==> config.mk <==
export PLATFORM = sky130hd
export DESIGN_NAME = dual_issue_ctrl
export DESIGN_NICKNAME = d
export VERILOG_FILES = /design/src/rtl/dual_issue_ctrl.sv
export SDC_FILE = /design/constraint.sdc
export NUM_CORES = 1
export LEC_CHECK = 0
export ABC_CLOCK_PERIOD_IN_PS = 2400
export CAP_MARGIN = 20
export CORE_ASPECT_RATIO = 0.8
export CORE_MARGIN = 4
export CORE_UTILIZATION = 43
export DETAILED_ROUTE_END_ITERATION = 8
export GPL_TIMING_DRIVEN = 0
export HOLD_SLACK_MARGIN = 0.12
export PLACE_DENSITY = 0.81
export SLEW_MARGIN = 20
export SYNTH_ARGS = -nofsm -noshare
export SYNTH_HDL_FRONTEND = slang
export SYNTH_SLANG_ARGS = --single-unit
export TNS_END_PERCENT = 50
==> constraint.sdc <==
create_clock -name clk -period 2.4 [get_ports clk]
set_input_delay 0.36 -clock clk [delete_from_list [all_inputs] [get_ports clk]]
set_output_delay 0.36 -clock clk [all_outputs]
set_load 0.01 [all_outputs]
==> src/rtl/dual_issue_ctrl.sv <==
// -----------------------------------------------------------------------------
// dual_issue_ctrl
//
// Issue controller for the two-wide front end. Each cycle it inspects the
// fetched instruction pair (slot 1 = InstrF1, slot 2 = InstrF2). When the
// pair can issue together it lets both advance. Otherwise it splits the pair:
// slot 1 issues alone this cycle, and slot 2 issues alone in the following
// HOLD cycle while pipeline 1 is bubbled. It also counts dual-issue cycles
// and split decisions.
//
// Ports
//   clk               core clock, rising edge
//   rst               asynchronous active-low reset
//   en                global pipeline advance (low freezes state and counters)
//   flush             redirect from execute; cancels any pending split
//   InstrF1/InstrF2   slot-1 / slot-2 fetched instructions
//   StallPipeline2    comb: bubble pipeline 2 this cycle (fetch holds PCF2)
//   StallPipeline1NC  comb: pipeline 1 must stall in the next cycle
//   StallPipeline1    registered: pipeline 1 bubbled this cycle (HOLD)
//   SplitReason       comb: 00 none, 01 RAW, 10 memory, 11 control
//   DualCount         cycles that dual-issued
//   SplitCount        split decisions taken
// -----------------------------------------------------------------------------
module dual_issue_ctrl #(
    parameter int CNT_W = 32
) (
    input  logic             clk,
    input  logic             rst,
    input  logic             en,
    input  logic             flush,
    input  logic [31:0]      InstrF1,
    input  logic [31:0]      InstrF2,
    output logic             StallPipeline2,
    output logic             StallPipeline1NC,
    output logic             StallPipeline1,
    output logic [1:0]       SplitReason,
    output logic [CNT_W-1:0] DualCount,
    output logic [CNT_W-1:0] SplitCount
);

    typedef enum logic {
        ST_DUAL = 1'b0,
        ST_HOLD = 1'b1
    } state_t;

    localparam logic [6:0] OP_R      = 7'b0110011;
    localparam logic [6:0] OP_IMM    = 7'b0010011;
    localparam logic [6:0] OP_LOAD   = 7'b0000011;
    localparam logic [6:0] OP_STORE  = 7'b0100011;
    localparam logic [6:0] OP_BRANCH = 7'b1100011;
    localparam logic [6:0] OP_JALR   = 7'b1100111;
    localparam logic [6:0] OP_JAL    = 7'b1101111;
    localparam logic [6:0] OP_LUI    = 7'b0110111;
    localparam logic [6:0] OP_AUIPC  = 7'b0010111;

    function automatic logic reads_rs1(input logic [6:0] op);
        return (op == OP_R) || (op == OP_IMM) || (op == OP_LOAD) ||
               (op == OP_STORE) || (op == OP_BRANCH) || (op == OP_JALR);
    endfunction

    function automatic logic reads_rs2(input logic [6:0] op);
        return (op == OP_R) || (op == OP_STORE) || (op == OP_BRANCH);
    endfunction

    function automatic logic writes_rd(input logic [6:0] op);
        return (op == OP_R) || (op == OP_IMM) || (op == OP_LOAD) ||
               (op == OP_JALR) || (op == OP_JAL) || (op == OP_LUI) ||
               (op == OP_AUIPC);
    endfunction

    function automatic logic is_mem(input logic [6:0] op);
        return (op == OP_LOAD) || (op == OP_STORE);
    endfunction

    function automatic logic is_ctrl(input logic [6:0] op);
        return (op == OP_BRANCH) || (op == OP_JAL) || (op == OP_JALR);
    endfunction

    // Only the fields the hazard check needs are decoded; the rest of the
    // instruction bits are deliberately ignored.
    logic [6:0] op1, op2;
    logic [4:0] rd1, rs1_2, rs2_2;
    logic       unused_bits;

    assign op1   = InstrF1[6:0];
    assign rd1   = InstrF1[11:7];
    assign op2   = InstrF2[6:0];
    assign rs1_2 = InstrF2[19:15];
    assign rs2_2 = InstrF2[24:20];
    assign unused_bits = ^{InstrF1[31:12], InstrF2[31:25], InstrF2[14:7]};

    // Hazard detection. x0 is never a real dependency.
    logic raw_hz, mem_hz, ctrl_hz, split;

    assign raw_hz  = writes_rd(op1) && (rd1 != 5'd0) &&
                     ((reads_rs1(op2) && (rs1_2 == rd1)) ||
                      (reads_rs2(op2) && (rs2_2 == rd1)));
    assign mem_hz  = is_mem(op1) && is_mem(op2);
    assign ctrl_hz = is_ctrl(op1);
    assign split   = raw_hz || mem_hz || ctrl_hz;

    state_t           state_q, state_d;
    logic [CNT_W-1:0] dual_cnt_q, dual_cnt_d;
    logic [CNT_W-1:0] split_cnt_q, split_cnt_d;

    always_comb begin
        state_d          = state_q;
        dual_cnt_d       = dual_cnt_q;
        split_cnt_d      = split_cnt_q;
        StallPipeline2   = 1'b0;
        StallPipeline1NC = 1'b0;
        SplitReason      = 2'b00;

        // Stall requests are only raised from DUAL and never during a flush;
        // they stay live while en is low so fetch sees a consistent view.
        if (state_q == ST_DUAL && !flush && split) begin
            StallPipeline2   = 1'b1;
            StallPipeline1NC = 1'b1;
            if (raw_hz)      SplitReason = 2'b01;
            else if (mem_hz) SplitReason = 2'b10;
            else             SplitReason = 2'b11;
        end

        if (flush) begin
            state_d = ST_DUAL;
        end else if (en) begin
            case (state_q)
                ST_DUAL: begin
                    if (split) begin
                        state_d     = ST_HOLD;
                        split_cnt_d = split_cnt_q + 1'b1;
                    end else begin
                        dual_cnt_d  = dual_cnt_q + 1'b1;
                    end
                end
                default: state_d = ST_DUAL;
            endcase
        end
    end

    always_ff @(posedge clk or negedge rst) begin
        if (!rst) begin
            state_q     <= ST_DUAL;
            dual_cnt_q  <= '0;
            split_cnt_q <= '0;
        end else begin
            state_q     <= state_d;
            dual_cnt_q  <= dual_cnt_d;
            split_cnt_q <= split_cnt_d;
        end
    end

    // HOLD is encoded as 1, so the state flop itself is the registered stall.
    assign StallPipeline1 = (state_q == ST_HOLD);
    assign DualCount      = dual_cnt_q;
    assign SplitCount     = split_cnt_q;

endmodule

## Word-level counts from Yosys, hierarchy flattened

Index checks and enable logic that the tools add are counted.
Widths: inputs -> output; s select.

| word-level totals | value |
|---|---|
| register bits after elaboration | 65 |
| bits of input ports | 68 |
| output and inout port bits | 69 |
| word-level logic and storage cells | 65 |

| operators by class | value |
|---|---|
| add/subtract/negate cells | 2 |
| equal/unequal tests | 17 |
| multiplexer cells | 8 |
| bitwise gates (word level) | 3 |
| reduce and logical (&&, ||, !) cells | 32 |

Operators by type and width:

| kind | count |
|---|---|
| $add 32x1->32 const B | 2 |
| $eq 7x6->1 const B | 5 |
| $eq 7x7->1 const B | 5 |
| $eq 7x5->1 const B | 3 |
| $logic_or 1x1->1 | 20 |
| $eq 7x2->1 const B | 2 |
| $eq 5x5->1 | 2 |
| $reduce_and 4->1 | 2 |
| $logic_and 1x1->1 | 7 |
| $mux 1 | 6 |
| $reduce_bool 5->1 | 1 |
| $mux 2 | 2 |
| $not 1->1 | 3 |
| $reduce_bool 2->1 | 1 |
| $logic_not 1->1 | 1 |

## Depth between registers and ports, before layout

| depth | value |
|---|---|
| depth after elaboration | 15 |
| mapped depth | 8 |
| mapped depth without buffers | 6 |

## Worst setup path after synthesis

No wires, ideal clock.

| timing path | value |
|---|---|
| path kind | input to output |
| start point | in InstrF1[2] |
| end point | out StallPipeline2 |
| arrival time | 1,789 ps |
| required time | 2,040 ps |
| setup slack | 251 ps |
| cell stages on the path | 6 |
| path buffers | 1 |
| path through | nor4_1 > nand3_1 > a221oi_2 > a21oi_1 > nor3_1 > buf_4 |

| between the ends | value |
|---|---|
| cells in the longest elaborated chain, start to end | 13 |
| elaborated cells between the ends (all ways) | 25 |
| those cells by class | 9 x eq/ne; 1 x mux; 15 x reduce/logical |

RTL lines:

| element | RTL line | text |
|---|---|---|
| from (decl) | 31 | `input logic [31:0] InstrF1,` |
| $eq 7x6->1 / $eq 7x5->1 (equally long branches) | 66 | `return (op == OP_R) \|\| (op == OP_IMM) \|\| (op == OP_LOAD) \|\|` |
| $logic_or 1x1->1 (3 in a row) | 66 |  |
| $logic_or 1x1->1 (3 in a row) | 67 | `(op == OP_JALR) \|\| (op == OP_JAL) \|\| (op == OP_LUI) \|\|` |
| $logic_and 1x1->1 (2 in a row) | 95 | `assign raw_hz = writes_rd(op1) && (rd1 != 5'd0) &&` |
| $logic_or 1x1->1 | 100 | `assign split = raw_hz \|\| mem_hz \|\| ctrl_hz;` |
| $logic_or 1x1->1 * | 100 |  |
| $logic_and 1x1->1 * | 116 | `if (state_q == ST_DUAL && !flush && split) begin` |
| $mux 1 * | n/a |  |
| to (decl) | 33 | `output logic StallPipeline2,` |

Mark *: on every way between the ends. The rest lies on a longest branch, timed or not.

## Worst setup path in the final report

| timing path | value |
|---|---|
| start point | in InstrF1[5] |
| end point | out SplitReason[0] |

| between the ends | value |
|---|---|
| cells in the longest elaborated chain, start to end | 13 |
| elaborated cells between the ends (all ways) | 27 |
| those cells by class | 9 x eq/ne; 3 x mux; 15 x reduce/logical |

RTL lines:

| element | RTL line | text |
|---|---|---|
| $eq 7x6->1 / $eq 7x5->1 (equally long branches) | 66 |  |
| $logic_or 1x1->1 (3 in a row) | 66 |  |
| $logic_or 1x1->1 (3 in a row) | 67 |  |
| $logic_and 1x1->1 (2 in a row) | 95 |  |
| $logic_or 1x1->1 (2 in a row) | 100 |  |
| $logic_and 1x1->1 | 116 |  |
| $mux 2 * | 116 |  |
| to (decl) | 36 | `output logic [1:0] SplitReason,` |

Marked as above.

==> flow_summary_export.csv <==
group,metric,value,unit
finish,fin_cells,539,
floorplanning,row_count,28,
setup_path,crit_path_max_fanout,2,
timing,slew_headroom,64.0,%
synthesis,synth_seq_cells,65,
timing,drv_slew,0,
drt,wl_per_cell,15.8,µm
drt,routed_wl,8.49,mm
drt,drt_iter0_markers,107,
setup_path,crit_cells,8,
floorplanning,start_util,44.0,%
timing,finalHoldViolCount,0,
clock_network,clockBufferDepth,2,
pwr,p_leak,0.00219,µW
clock_network,cts_made_buffers,9,
global_routing,track_usage,19.2,%
setup_path,critPathLaunchType,"input pin",
pwr,vdd_drop_max,331,µV
worst_hold_path,min_path_type,"in -> async",
finish,diodes,0,
placed_design,dp_hpwl,5.91,mm
floorplanning,die_h,85.8,µm
placed_design,dp.cells,513,
setup_path,cp_top_family,"buffers and inverters",
finish,multi_input_area,1700,µm²
global_routing,grt_pass1_wl,14.1,mm
synthesis,synthArstFlopShare,100,%
synthesis,synth_edf_count,0,
setup_path,crit_arrival,1.95,ns
synthesis,ys_seq_area_share,50.0,%
setup_path,worstPathRequired,2.04,ns
synthesis,synthCells,306,
floorplanning,io_pins,137,
pwr,p_per_area,543,nW/µm²
drt,drt_first_pass_iters,5,
setup_path,critPathKind,"in -> out",
setup_path,critPathCaptureType,"output port",
clock_network,cts-root-buf,"clkbuf_8",
setup_path,critPathMaxStageDelay,0.49,ns
clock_network,cts.sinks,65,
floorplanning,die_w,105,µm
drt,vias_per_cell,5.17,
outcome,status,"completed",
drt,vias,2788,
drt,wl_met3,494,µm
timing,fin_skew,0.00816,ns
finish,drive_above_1_share,14.5,%
flow_run,maxCapViolCount,0,
synthesis,syn_avg_cell_area,10.6,µm²
setup_path,ff2ff_setup_slack,0.12,ns
floorplanning,core-area,7390,µm²
timing,setup-tns-final,0,ns
global_routing,antenna_found_initial,0,
drt,drc_errors,0,
finish,fin_nets,500,
global_routing,grt_max_degree,53,
setup_path,critPathBufInv,3,
synthesis,ys_top_cells_by_area,"dfrtp_1 50%, xnor2_1 11%, xor2_1 8.3%",
drt,highest_layer,"met4",
setup_path,critPathLaunch,"InstrF1[5]",
finish,fillers,578,
synthesis,synth_top_cell_by_area,"dfrtp_1",
drt,wl_met1,3.74,mm
drt,wl_met2,4.19,mm
setup_path,crit_end,"SplitReason[0]",
setup_path,r2r_cells,8,
synthesis,yosysWarnings,0,
synthesis,syn_area,3250,µm²
setup_path,rr_endpoint,"SplitCount[31]",
timing,layout_min_cycle_time,2.31,ns
finish,area_delta_synth_final,50.4,%
setup_path,regToRegStartpoint,"SplitCount[5]",
synthesis,synth_fp_nets,376,
global_routing,grt_pass1_vias,2881,
clock_network,tritoncts,"done",
timing,worstMarginPinSlew,0.538,ns
synthesis,netlist.area_leader.share,50.0,%
clock_network,clk_latency,0.33,ns
global_routing,overflow,0,
timing,period_share,96.4,%
setup_path,path_cells,"clkdlybuf4s50_1 > nand3b_1 > a2bb2oi_2 > a211oi_2 > buf_4 > nand2_1 > a21boi_1 > buf_2",
timing,fmaxAchievable,0.432,GHz
finish,final-seq-area,1630,µm²
clock_network,clkSlewWorstSetupHoldPaths,0.07,ns
placed_design,io_buffers,101,
drt,ant_nets,0,
synthesis,synthDistinctLibCells,40,
clock_network,htreeDepth,3,
floorplanning,dieArea,9030,µm²
setup_path,critPathSlowestCell,"clkdlybuf4s50_1",
timing,finalSetupViolations,0,
synthesis,synth-main-ff-cell,"dfrtp_1",
placed_design,routabilityCongestion,0.766,
timing,rsz0062_at_grt,"true",
## power breakdown
| group | internal (µW) | switching [µW] |
|---|---|---|
| logic | 212 | 161 |
| registers | 1150 | 68.4 |
| clock network | 666 | 401 |
| total | 2030 | 631 |
## state kept, by name, summed over array words and instances (netlist names)
name,count
DualCount,32
SplitCount,32
StallPipeline1,1
## cell usage in the layout (no fill, tap or decap), types with 3 or more instances in the layout
cell and instances:
nand4_1 22, xor2_1 31, nor4_1 4, nand3_1 21, dlymetal6s2s_1 8, buf_2 7
dlygate4sd2_1 4, and4_1 4, nor3_1 9, clkbuf_8 12, and2_1 4, nor2_1 12
buf_4 13, nor2b_1 3, dfrtp_1 65, nand2_1 23, and3_1 12, nor3_2 3
clkdlybuf4s50_1 84, xnor2_1 41, nor4_2 5, clkbuf_1 3
## routing by layer
layer  up-vias  global-route usage (%)
met1      1375                    25.1
li1       1326                       -
met5         -                       0
met3         8                    6.17
met4         0                    4.41
met2        79                    31.5
## cell families after synthesis
| family | Yosys count | synth area share (%) |
|---|---|---|
| buffers and inverters | 13 | 1.77 |
| adder cells (fa/ha/maj) | 2 | 0.769 |
| AO/OA/AOI/OAI | 14 | 3.27 |
| XOR/XNOR | 72 | 19.4 |
| flip-flops | 65 | 50.0 |
| AND/OR/NAND/NOR | 138 | 24.1 |
| multiplexers | 2 | 0.693 |
## metrics by stage
| stage | cell area, µm² | power, µW | hold WS [ns] | utilization, % | setup WS (ns) |
|---|---|---|---|---|---|
| detailed placement | 4420 | 1590 | 0.224 | 59.8 | -0.842 |
| global placement | 4390 | 1570 | 0.459 | 59.4 | -1.13 |
| global route | 4890 | 2770 | 0.418 | 66.2 | -0.0316 |
| finish | 4890 | 2660 | 0.419 | 66.2 | 0.0853 |
| floorplan | 3250 | 1350 | 0.0644 | - | 0.251 |
| CTS | 4790 | 2670 | 0.413 | 64.8 | -0.0529 |
## worst min path at each step
stage,startpoint,endpoint,cells past startpoint
finish,rst,DualCount[23],2
global route,rst,DualCount[23],2
CTS,rst,DualCount[22],2
detailed placement,rst,DualCount[22],1
global placement,SplitCount[31],SplitCount[31],1
floorplan,rst,DualCount[0],0
## Yosys cell counts, types with 3 or more instances
| library cell | n |
|---|---|
| and2_1 | 4 |
| nand4_1 | 22 |
| xor2_1 | 31 |
| xnor2_1 | 41 |
| buf_2 | 4 |
| nand3_1 | 22 |
| clkbuf_1 | 5 |
| nor3_1 | 13 |
| nand2_1 | 23 |
| nor2_1 | 13 |
| and3_1 | 13 |
| nor2b_1 | 3 |
| nor4_1 | 7 |
| dfrtp_1 | 65 |
| and4_1 | 4 |
| a211oi_1 | 3 |
## worst register-to-register path, stage by stage (launching register included)
cell	delay (ns)
dfrtp_1	0.45
and4_1	0.26
nand3_1	0.10
or3_1	0.34
buf_2	0.17
or3_1	0.32
buf_2	0.19
nor4_4	0.22
xor2_1	0.16
## what timing repair did
item	CTS	global route
endpoints found under the setup margin	24	50
buffers inserted	9	3
pin swaps	7	10
gates cloned	0	0
hold endpoints to repair	13	0
hold buffers	1	0
resized for setup	36	28
## area by class of cell
| type | instances | share of cell area, % |
|---|---|---|
| timing repair buffer | 114 | 23.4 |
| sequential | 65 | 33.2 |
| clock inverter | 2 | 1.23 |
| inverter | 2 | 0.153 |
| buffer | 10 | 1.05 |
| tap | 105 | 2.69 |
| clock buffer | 13 | 3.45 |
| multi-input combinational | 228 | 34.8 |
Power figures use the tool's default switching activity.
